===== src/rtl/vga_pixel_engine.sv =====
`default_nettype none
// ============================================================================
//  Module      : vga_pixel_engine
//  Description : Parameterised VGA timing generator and frame-buffer pixel
//                engine. Fetches packed 1/2/4-bit pixels through a fixed-
//                latency read port, replicates pixels and lines by
//                2^SCALE_LOG2 and drives registered RGB444 plus syncs.
//                Optional macro VGA_PALETTE_EN adds a 16x12-bit palette.
//  Revision    : 1.0 - initial release
// ============================================================================
module vga_pixel_engine #(
    parameter int H_ACTIVE   = 640,
    parameter int H_FP       = 16,
    parameter int H_SYNC     = 96,
    parameter int H_BP       = 48,
    parameter int V_ACTIVE   = 480,
    parameter int V_FP       = 10,
    parameter int V_SYNC     = 2,
    parameter int V_BP       = 33,
    parameter int SYNC_POL   = 0,
    parameter int BPP        = 1,
    parameter int SCALE_LOG2 = 0,
    parameter int DATA_W     = 32,
    parameter int ADDR_W     = 13,
    parameter int RD_LAT     = 1
) (
    input  logic              QClk,
    input  logic              Reset_N,
`ifdef VGA_PALETTE_EN
    input  logic              PalWrEn,
    input  logic [3:0]        PalAddr,
    input  logic [11:0]       PalData,
`endif
    input  logic [ADDR_W-1:0] FrameBase,
    output logic              RdEn,
    output logic [ADDR_W-1:0] RdAddr,
    input  logic [DATA_W-1:0] RdData,
    output logic [3:0]        RED,
    output logic [3:0]        GREEN,
    output logic [3:0]        BLUE,
    output logic              h_sync,
    output logic              v_sync,
    output logic              FrameStart
);

    localparam int c_H_TOT   = H_ACTIVE + H_FP + H_SYNC + H_BP;
    localparam int c_V_TOT   = V_ACTIVE + V_FP + V_SYNC + V_BP;
    localparam int c_H_W     = $clog2(c_H_TOT);
    localparam int c_V_W     = $clog2(c_V_TOT);
    localparam int c_PPW     = DATA_W / BPP;
    localparam int c_WPL     = (H_ACTIVE * BPP) / (DATA_W << SCALE_LOG2);
    localparam int c_OFF_W   = $clog2(c_PPW);
    localparam int c_BPP_L2  = $clog2(BPP);
    localparam int c_BIT_W   = $clog2(DATA_W);

    localparam logic [c_H_W-1:0]  c_H_LAST    = c_H_W'(c_H_TOT - 1);
    localparam logic [c_V_W-1:0]  c_V_LAST    = c_V_W'(c_V_TOT - 1);
    localparam logic [c_H_W-1:0]  c_H_ACT     = c_H_W'(H_ACTIVE);
    localparam logic [c_V_W-1:0]  c_V_ACT     = c_V_W'(V_ACTIVE);
    // One extra bit so a sync that ends exactly at the line total still fits
    localparam logic [c_H_W:0]    c_HS_START  = (c_H_W+1)'(H_ACTIVE + H_FP);
    localparam logic [c_H_W:0]    c_HS_END    = (c_H_W+1)'(H_ACTIVE + H_FP + H_SYNC);
    localparam logic [c_V_W:0]    c_VS_START  = (c_V_W+1)'(V_ACTIVE + V_FP);
    localparam logic [c_V_W:0]    c_VS_END    = (c_V_W+1)'(V_ACTIVE + V_FP + V_SYNC);
    localparam logic [c_H_W-1:0]  c_REP_MASK  = c_H_W'((1 << SCALE_LOG2) - 1);
    localparam logic [ADDR_W-1:0] c_WPL_A     = ADDR_W'(c_WPL);
    localparam logic              c_SYNC_ON   = (SYNC_POL != 0) ? 1'b1 : 1'b0;
    localparam logic              c_SYNC_OFF  = ~c_SYNC_ON;

    // Reject configurations the unpacking datapath cannot represent
    generate
        if (BPP != 1 && BPP != 2 && BPP != 4) begin : g_err_bpp
            $error("vga_pixel_engine: BPP must be 1, 2 or 4");
        end
        if ((H_ACTIVE * BPP) % (DATA_W << SCALE_LOG2) != 0) begin : g_err_hact
            $error("vga_pixel_engine: H_ACTIVE*BPP must be a multiple of DATA_W<<SCALE_LOG2");
        end
        if (V_ACTIVE % (1 << SCALE_LOG2) != 0) begin : g_err_vact
            $error("vga_pixel_engine: V_ACTIVE must be a multiple of 2^SCALE_LOG2");
        end
        if (c_PPW < 2 || (1 << c_OFF_W) != c_PPW) begin : g_err_ppw
            $error("vga_pixel_engine: DATA_W/BPP must be a power of two >= 2");
        end
        if (RD_LAT < 1 || RD_LAT > 4 || SCALE_LOG2 < 0 || SCALE_LOG2 > 3) begin : g_err_range
            $error("vga_pixel_engine: RD_LAT must be 1..4 and SCALE_LOG2 0..3");
        end
    endgenerate

    logic [c_H_W-1:0]   r_hcount;
    logic [c_V_W-1:0]   r_vcount;
    logic [ADDR_W-1:0]  r_fbq;

    logic [c_H_W-1:0]   w_sx;
    logic [c_V_W-1:0]   w_sy;
    logic [c_OFF_W-1:0] w_off;
    logic               w_act;
    logic               w_fetch;
    logic               w_hs;
    logic               w_vs;
    logic               w_fs;
    logic [ADDR_W-1:0]  w_rd_addr;

    // Per-cycle attributes travel RD_LAT+1 stages to meet the returning data
    logic [RD_LAT:0]    r_p_act;
    logic [RD_LAT:0]    r_p_load;
    logic [RD_LAT:0]    r_p_hs;
    logic [RD_LAT:0]    r_p_vs;
    logic [RD_LAT:0]    r_p_fs;
    logic [c_OFF_W-1:0] r_p_off [0:RD_LAT];

    logic [DATA_W-1:0]  r_word;
    logic [DATA_W-1:0]  w_word;
    logic [c_BIT_W-1:0] w_bitpos;
    logic [BPP-1:0]     w_idx;
    logic [11:0]        w_rgb;

    assign w_sx      = r_hcount >> SCALE_LOG2;
    assign w_sy      = r_vcount >> SCALE_LOG2;
    assign w_off     = w_sx[c_OFF_W-1:0];
    assign w_act     = (r_hcount < c_H_ACT) && (r_vcount < c_V_ACT);
    assign w_fetch   = w_act && (w_off == '0) && ((r_hcount & c_REP_MASK) == '0);
    assign w_hs      = ({1'b0, r_hcount} >= c_HS_START && {1'b0, r_hcount} < c_HS_END)
                       ? c_SYNC_ON : c_SYNC_OFF;
    assign w_vs      = ({1'b0, r_vcount} >= c_VS_START && {1'b0, r_vcount} < c_VS_END)
                       ? c_SYNC_ON : c_SYNC_OFF;
    assign w_fs      = (r_hcount == '0) && (r_vcount == '0);
    // Address arithmetic is done in ADDR_W bits so it wraps naturally
    assign w_rd_addr = r_fbq + ADDR_W'(w_sy) * c_WPL_A + ADDR_W'(w_sx >> c_OFF_W);

    // Raster counters; the frame base is re-latched on the last pixel of a frame
    always_ff @(posedge QClk or negedge Reset_N) begin
        if (!Reset_N) begin
            r_hcount <= '0;
            r_vcount <= '0;
            r_fbq    <= '0;
        end else if (r_hcount == c_H_LAST) begin
            r_hcount <= '0;
            if (r_vcount == c_V_LAST) begin
                r_vcount <= '0;
                r_fbq    <= FrameBase;
            end else begin
                r_vcount <= r_vcount + 1'b1;
            end
        end else begin
            r_hcount <= r_hcount + 1'b1;
        end
    end

    // Read request register plus the attribute delay line
    always_ff @(posedge QClk or negedge Reset_N) begin
        if (!Reset_N) begin
            RdEn     <= 1'b0;
            RdAddr   <= '0;
            r_p_act  <= '0;
            r_p_load <= '0;
            r_p_fs   <= '0;
            r_p_hs   <= {(RD_LAT+1){c_SYNC_OFF}};
            r_p_vs   <= {(RD_LAT+1){c_SYNC_OFF}};
            for (int k = 0; k <= RD_LAT; k++) begin
                r_p_off[k] <= '0;
            end
        end else begin
            RdEn <= w_fetch;
            if (w_fetch) begin
                RdAddr <= w_rd_addr;
            end
            r_p_act    <= {r_p_act[RD_LAT-1:0],  w_act};
            r_p_load   <= {r_p_load[RD_LAT-1:0], w_fetch};
            r_p_fs     <= {r_p_fs[RD_LAT-1:0],   w_fs};
            r_p_hs     <= {r_p_hs[RD_LAT-1:0],   w_hs};
            r_p_vs     <= {r_p_vs[RD_LAT-1:0],   w_vs};
            r_p_off[0] <= w_off;
            for (int k = 1; k <= RD_LAT; k++) begin
                r_p_off[k] <= r_p_off[k-1];
            end
        end
    end

    // The first pixel of a word uses RdData directly; later ones use the held copy
    assign w_word   = r_p_load[RD_LAT] ? RdData : r_word;
    assign w_bitpos = c_BIT_W'(r_p_off[RD_LAT]) << c_BPP_L2;
    assign w_idx    = w_word[w_bitpos +: BPP];

`ifdef VGA_PALETTE_EN
    logic [11:0] r_pal [0:15];

    // Palette storage; intentionally not reset
    always_ff @(posedge QClk) begin
        if (PalWrEn) begin
            r_pal[PalAddr] <= PalData;
        end
    end

    assign w_rgb = r_pal[4'(w_idx)];
`else
    assign w_rgb = {3{{(4 / BPP){w_idx}}}};
`endif

    // Word hold register and the final pin registers
    always_ff @(posedge QClk or negedge Reset_N) begin
        if (!Reset_N) begin
            r_word     <= '0;
            RED        <= 4'h0;
            GREEN      <= 4'h0;
            BLUE       <= 4'h0;
            h_sync     <= c_SYNC_OFF;
            v_sync     <= c_SYNC_OFF;
            FrameStart <= 1'b0;
        end else begin
            if (r_p_load[RD_LAT]) begin
                r_word <= RdData;
            end
            RED        <= r_p_act[RD_LAT] ? w_rgb[11:8] : 4'h0;
            GREEN      <= r_p_act[RD_LAT] ? w_rgb[7:4]  : 4'h0;
            BLUE       <= r_p_act[RD_LAT] ? w_rgb[3:0]  : 4'h0;
            h_sync     <= r_p_hs[RD_LAT];
            v_sync     <= r_p_vs[RD_LAT];
            FrameStart <= r_p_fs[RD_LAT];
        end
    end

endmodule
`default_nettype wire

===== config.mk =====
export PLATFORM = sky130hd
export DESIGN_NAME = vga_pixel_engine
export DESIGN_NICKNAME = d
export VERILOG_FILES = /design/src/rtl/vga_pixel_engine.sv
export SDC_FILE = /design/constraint.sdc
export NUM_CORES = 1
export LEC_CHECK = 0
export CORE_UTILIZATION = 60
export DETAILED_ROUTE_END_ITERATION = 6
export DONT_BUFFER_PORTS = 1
export PLACE_DENSITY = 0.81
export SYNTH_ARGS = -nofsm -noshare
export SYNTH_HDL_FRONTEND = slang
export SYNTH_SLANG_ARGS = --single-unit

===== constraint.sdc =====
create_clock -name QClk -period 4.2 [get_ports QClk]
set_clock_uncertainty 0.2 [all_clocks]
set_input_delay 0.84 -clock QClk [delete_from_list [all_inputs] [get_ports QClk]]
set_output_delay 0.84 -clock QClk [all_outputs]
set_load 0.005 [all_outputs]

# Word level (Yosys, flattened, before mapping)

Cells that the tools add are included.

Logic and storage cells: 46
Flip-flop bits (word level): 106
Output and inout bits: 29

Muxes and demuxes: 6
Shift-type cells: 1
Add/subtract/negate cells: 4
Reductions and logical operators: 9
Multiply operators: 1
Equality and inequality tests: 2
Magnitude comparators: 6

Operators with widths:

| cell                  | number |
|---|---|
| $mux 32               | 1 |
| $shiftx 32x6->1       | 1 |
| $add 10x1->10 const B | 2 |
| $eq 10x10->1 const B  | 2 |
| $logic_not 10->1      | 2 |
| $lt 10x10->1 const B  | 2 |
| $lt 10x9->1 const B   | 2 |
| $mux 10               | 2 |
| $add 13x13->13        | 1 |
| $add 13x5->13         | 1 |
| $mul 10x3->11 const B | 1 |
| $ge 10x10->1 const B  | 1 |
| $ge 10x9->1 const B   | 1 |
| $logic_and 1x1->1     | 5 |
| $logic_not 5->1       | 1 |
| $mux 4                | 1 |
| $mux 1                | 2 |
| $reduce_and 2->1      | 1 |

# Longest topological paths before layout

Depth in word-level cells: 3
Depth in mapped cells: 18
Mapped depth without buffers: 18

# Worst setup path before layout

Ideal clock, no wire load.

Kind: reg2reg
Start: reg r_vcount[3]
End: reg RdAddr[12]
Path buffers: 0
Arrival: 3.444 ns
Path slack: 0.427 ns
Data required time: 3.870 ns
Stages on the path, launching flop included: 19
Cell sequence: dfrtp_1 ha_1 ha_1 inv_1 fa_1 nor2b_1 o21ai_0 a21boi_0 o21a_1 nor2_1 xnor2_1 ha_1 ha_1 nand2_1 o21ai_0 o31a_1 a211oi_1 xor2_1 o21ai_0

Word-level cells in the longest chain between the ends: 3

RTL lines:

| item                                                | line     | text |
|---|---|---|
| start: declaration                                  | 90       | `logic [c_V_W-1:0] r_vcount;` |
| start signal: assignment                            | 142      | `r_vcount <= r_vcount + 1'b1;` |
| $mul 10x3->11 or $lt 10x9->1 (tied branches)        | 128, 120 |  |
| $add 13x13->13 or $logic_and 1x1->1 (tied branches) | 128, 120 |  |
| $add 13x5->13 or $logic_and 1x1->1 (tied branches)  | 128, 121 |  |
| end signal: assignment                              | 165      | `RdAddr <= w_rd_addr;` |
| end: declaration                                    | 36       | `output logic [ADDR_W-1:0] RdAddr,` |

Several ways; a longest one is shown, not always the timed one.
A chain may end at the register's enable or synchronous reset.

# Worst setup path in the final report

Ends and elaborated chain as after synthesis.

==> impl_metrics.ini <==
[run_status]
status = complete, but fails checks
violations = DRC

[logic_synthesis]
synthCells = 453
synth_cell_type_count = 54
yosys_register_bits = 102
synth_edf_count = 0
seq_area_frac_synth_pct = 46.32
ys.flop_type = dfrtp_1
async_flop_share_pct = 100.0
synth_area_sq_mm = 0.005527
synth_nets = 544
yosysWarningCount = 0
syn_avg_cell_area_sq_um = 12.20

[cts]
root_buffer = clkbuf_8
cts_sinks = 102
htreeDepth = 3
cts_tree = yes
numCtsBuffers = 9
clk_pin_slew_ns = 0.10
clk_latency_ns = 0.37
clock_path_buffers = 2

[worst_setup_path]
start_kind = flop
crit_fanout = 9
crit_type = flop to flop
r2r_cells = 15
crit_required_ns = 4.22
r2r_slack_ns = 0.22
r2r_end = RdAddr[12]
endpoint_kind = flop
r2r-start = r_vcount[3]
critPathArrivalTime_ns = 3.99

[sta]
layout_setup_ws_ns = 0.2242
slew_headroom_pct = 52.04
finalHoldViolCount = 0
drv_slew = 0
finalSetupViolCount = 0
min_period_over_period_pct = 94.66
post-route-min-period_ns = 3.976
max_freq_mhz = 251.5
tns_ns = 0
rsz0062_at_grt = false
worst-slew-pin-transition_ns = 0.7194

[grt]
grt_use_total_pct = 21.69
grt_max_degree = 97
grt_pass1_wl_mm = 16.41
antenna_found_initial = 0
grt_pass1_vias = 3432
gr-total-overflow = 0

[routing]
first_pass_iters = 6
post-route-drc-count = 10
avgRoutedWirePerCell_um = 17.48
drt-initial-drc-count = 126
vias_per_cell = 6.021
ant_nets = 0
finalWirelength_mm = 9.787
vias = 3372

[cells_and_area]
instances_no_fill = 560
fin_nets = 538
drive_above_1_share_pct = 23.23
num_antenna_cells = 0
area_growth_pct = 5.207

[power]
total_leakage_power_uw = 0.002698
irDropWorstVdd_uv = 188.5
power.density_mw_per_mm2 = 293.2

[place]
dp_cells = 542
dpl_worst_slack_ns = 0.07757
place.gp.congestion = 0.8774
port-buffer-count = 0
hpwl_mm = 7.052

[floorplan]
start_util_pct = 62.76
die_w_um = 97.98
die_h_um = 97.98
num_rows = 34
io_pins = 76
core_area_sq_mm = 0.008806
die_area_sq_mm = 0.009599

[worst_hold_path]
hold_class = input pin to asynchronous set/reset pin

[run]
drv_cap = 0
-- registers in the layout, indices dropped and copies added, names as in the netlist, 2 cells and up --
| register | flops |
|---|---|
| r_word | 32 |
| RdAddr | 13 |
| r_fbq | 13 |
| r_hcount | 10 |
| r_vcount | 10 |
| r_p_off | 5 |
| w_bitpos | 5 |
| r_p_act | 2 |
| r_p_fs | 2 |
| r_p_hs | 2 |
| r_p_load | 2 |
| r_p_vs | 2 |
-- kinds of logic after synthesis --
group / count (synthesis) / share of synthesized area, %
buf+inv: 38 / 3.917
xor+xnor: 25 / 3.962
fa+ha+maj: 44 / 10.64
flops: 102 / 46.32
simple gates: 119 / 10.96
mux: 67 / 17.84
compound gates: 58 / 6.362
-- how the worst max path moves through the flow --
| stage | cells after the start | from | end | slack, ns |
|---|---|---|---|---|
| after floorplan | 18 | r_vcount[3] | RdAddr[12] | 0.43 |
| after global placement | 17 | r_vcount[2] | RdAddr[12] | 0.31 |
| after detailed placement | 17 | r_vcount[2] | RdAddr[12] | 0.08 |
| after CTS | 17 | r_vcount[2] | RdAddr[12] | 0.05 |
| after global routing | 16 | r_vcount[1] | RdAddr[12] | 0.03 |
| final | 15 | r_vcount[3] | RdAddr[12] | 0.22 |
-- Yosys cell counts (all sizes together), types with 3 or more instances --
cell type | instances | area, sq um
dfrtp | 96 | 2402
nor3 | 12 | 65.06
nand2 | 41 | 153.9
a21o | 3 | 22.52
ha | 39 | 488.0
a21oi | 11 | 55.05
nor2b | 4 | 25.02
mux4 | 18 | 405.4
nand2b | 5 | 31.28
and3 | 8 | 50.05
nor2 | 20 | 75.07
xor2 | 11 | 96.34
mux2i | 4 | 40.04
clkbuf | 5 | 18.77
fa | 5 | 100.1
xnor2 | 14 | 122.6
dfstp | 6 | 157.7
and4 | 3 | 28.78
and2 | 3 | 21.27
mux2 | 45 | 540.5
o21a | 4 | 30.03
o21ai | 27 | 135.1
buf | 19 | 145.1
inv | 14 | 52.55
nand3 | 9 | 45.04
-- final cells by class --
type                       instances  area (sq um)
clock buffer                       9         123.9
clock inverter                     7         88.84
fill                             646          2992
inverter                          14         52.55
multi-input combinational        313          2779
sequential                       102          2562
tap                              108         135.1
timing repair buffer               7         72.57
-- worst max-delay path: stages, from the launching register on --
cell and delay (ns):
dfrtp_1 0.39, buf_4 0.17, ha_1 0.30, ha_1 0.33, nor2b_1 0.15, o21ai_0 0.23, nor3b_1 0.23, nor2_1 0.06
ha_1 0.28, ha_1 0.37, a21oi_2 0.21, o21ai_0 0.15, o31a_1 0.27, a211oi_2 0.23, xor2_1 0.17, o21ai_0 0.08
-- cells in the final DEF, fill, tap and decap left out, types with 6 or more instances in the layout --
cell type,n
xnor2_1,14
xor2_1,11
mux2_2,36
a21oi_1,10
o21ai_0,27
nor2_1,20
inv_1,14
mux4_2,18
nor3_1,10
dfrtp_1,94
mux2_4,9
and3_1,8
buf_4,6
nand3_1,9
clkbuf_8,9
nand2_1,40
dfstp_2,6
ha_1,38
-- power by group --
part / switching (uW) / internal, uW / total [uW]
registers: 9.95 / 998 / 1010
clock network: 355 / 289 / 644
logic: 25.2 / 28.2 / 53.3
total: 390 / 1310 / 1700
-- per-layer routing --
layer / wire length [um] / GRT usage, % / vias up / share of wire [%]
met5: 0 / 0 / - / 0
met4: 127 / 5.128 / 0 / 1.3
met3: 679 / 6.657 / 14 / 6.9
met2: 4883 / 37.43 / 94 / 50
met1: 4096 / 26.75 / 1665 / 42
li1: - / - / 1599 / -
-- what timing repair did --
action / CTS / global route
resized for setup: 0 / 7
setup buffers: 0 / 1
endpoints found under the hold margin: 96 / 0
endpoints found under the setup margin: 0 / 1
hold buffers: 1 / 0
-- metrics by stage --
step | power, uW | util (%) | hold slack [ns] | cell area, sq um
2_1_floorplan | 1062 | - | 0.1312 | 5527
3_3_place_gp | 1058 | 62.87 | 0.1321 | 5537
3_5_place_dp | 1061 | 62.87 | 0.1347 | 5537
4_1_cts | 1725 | 65.60 | 0.09642 | 5777
5_1_grt | 1762 | 66.03 | 0.08253 | 5814
6_report | 1705 | 66.03 | 0.1107 | 5814
(Power assumes the default switching activity.)
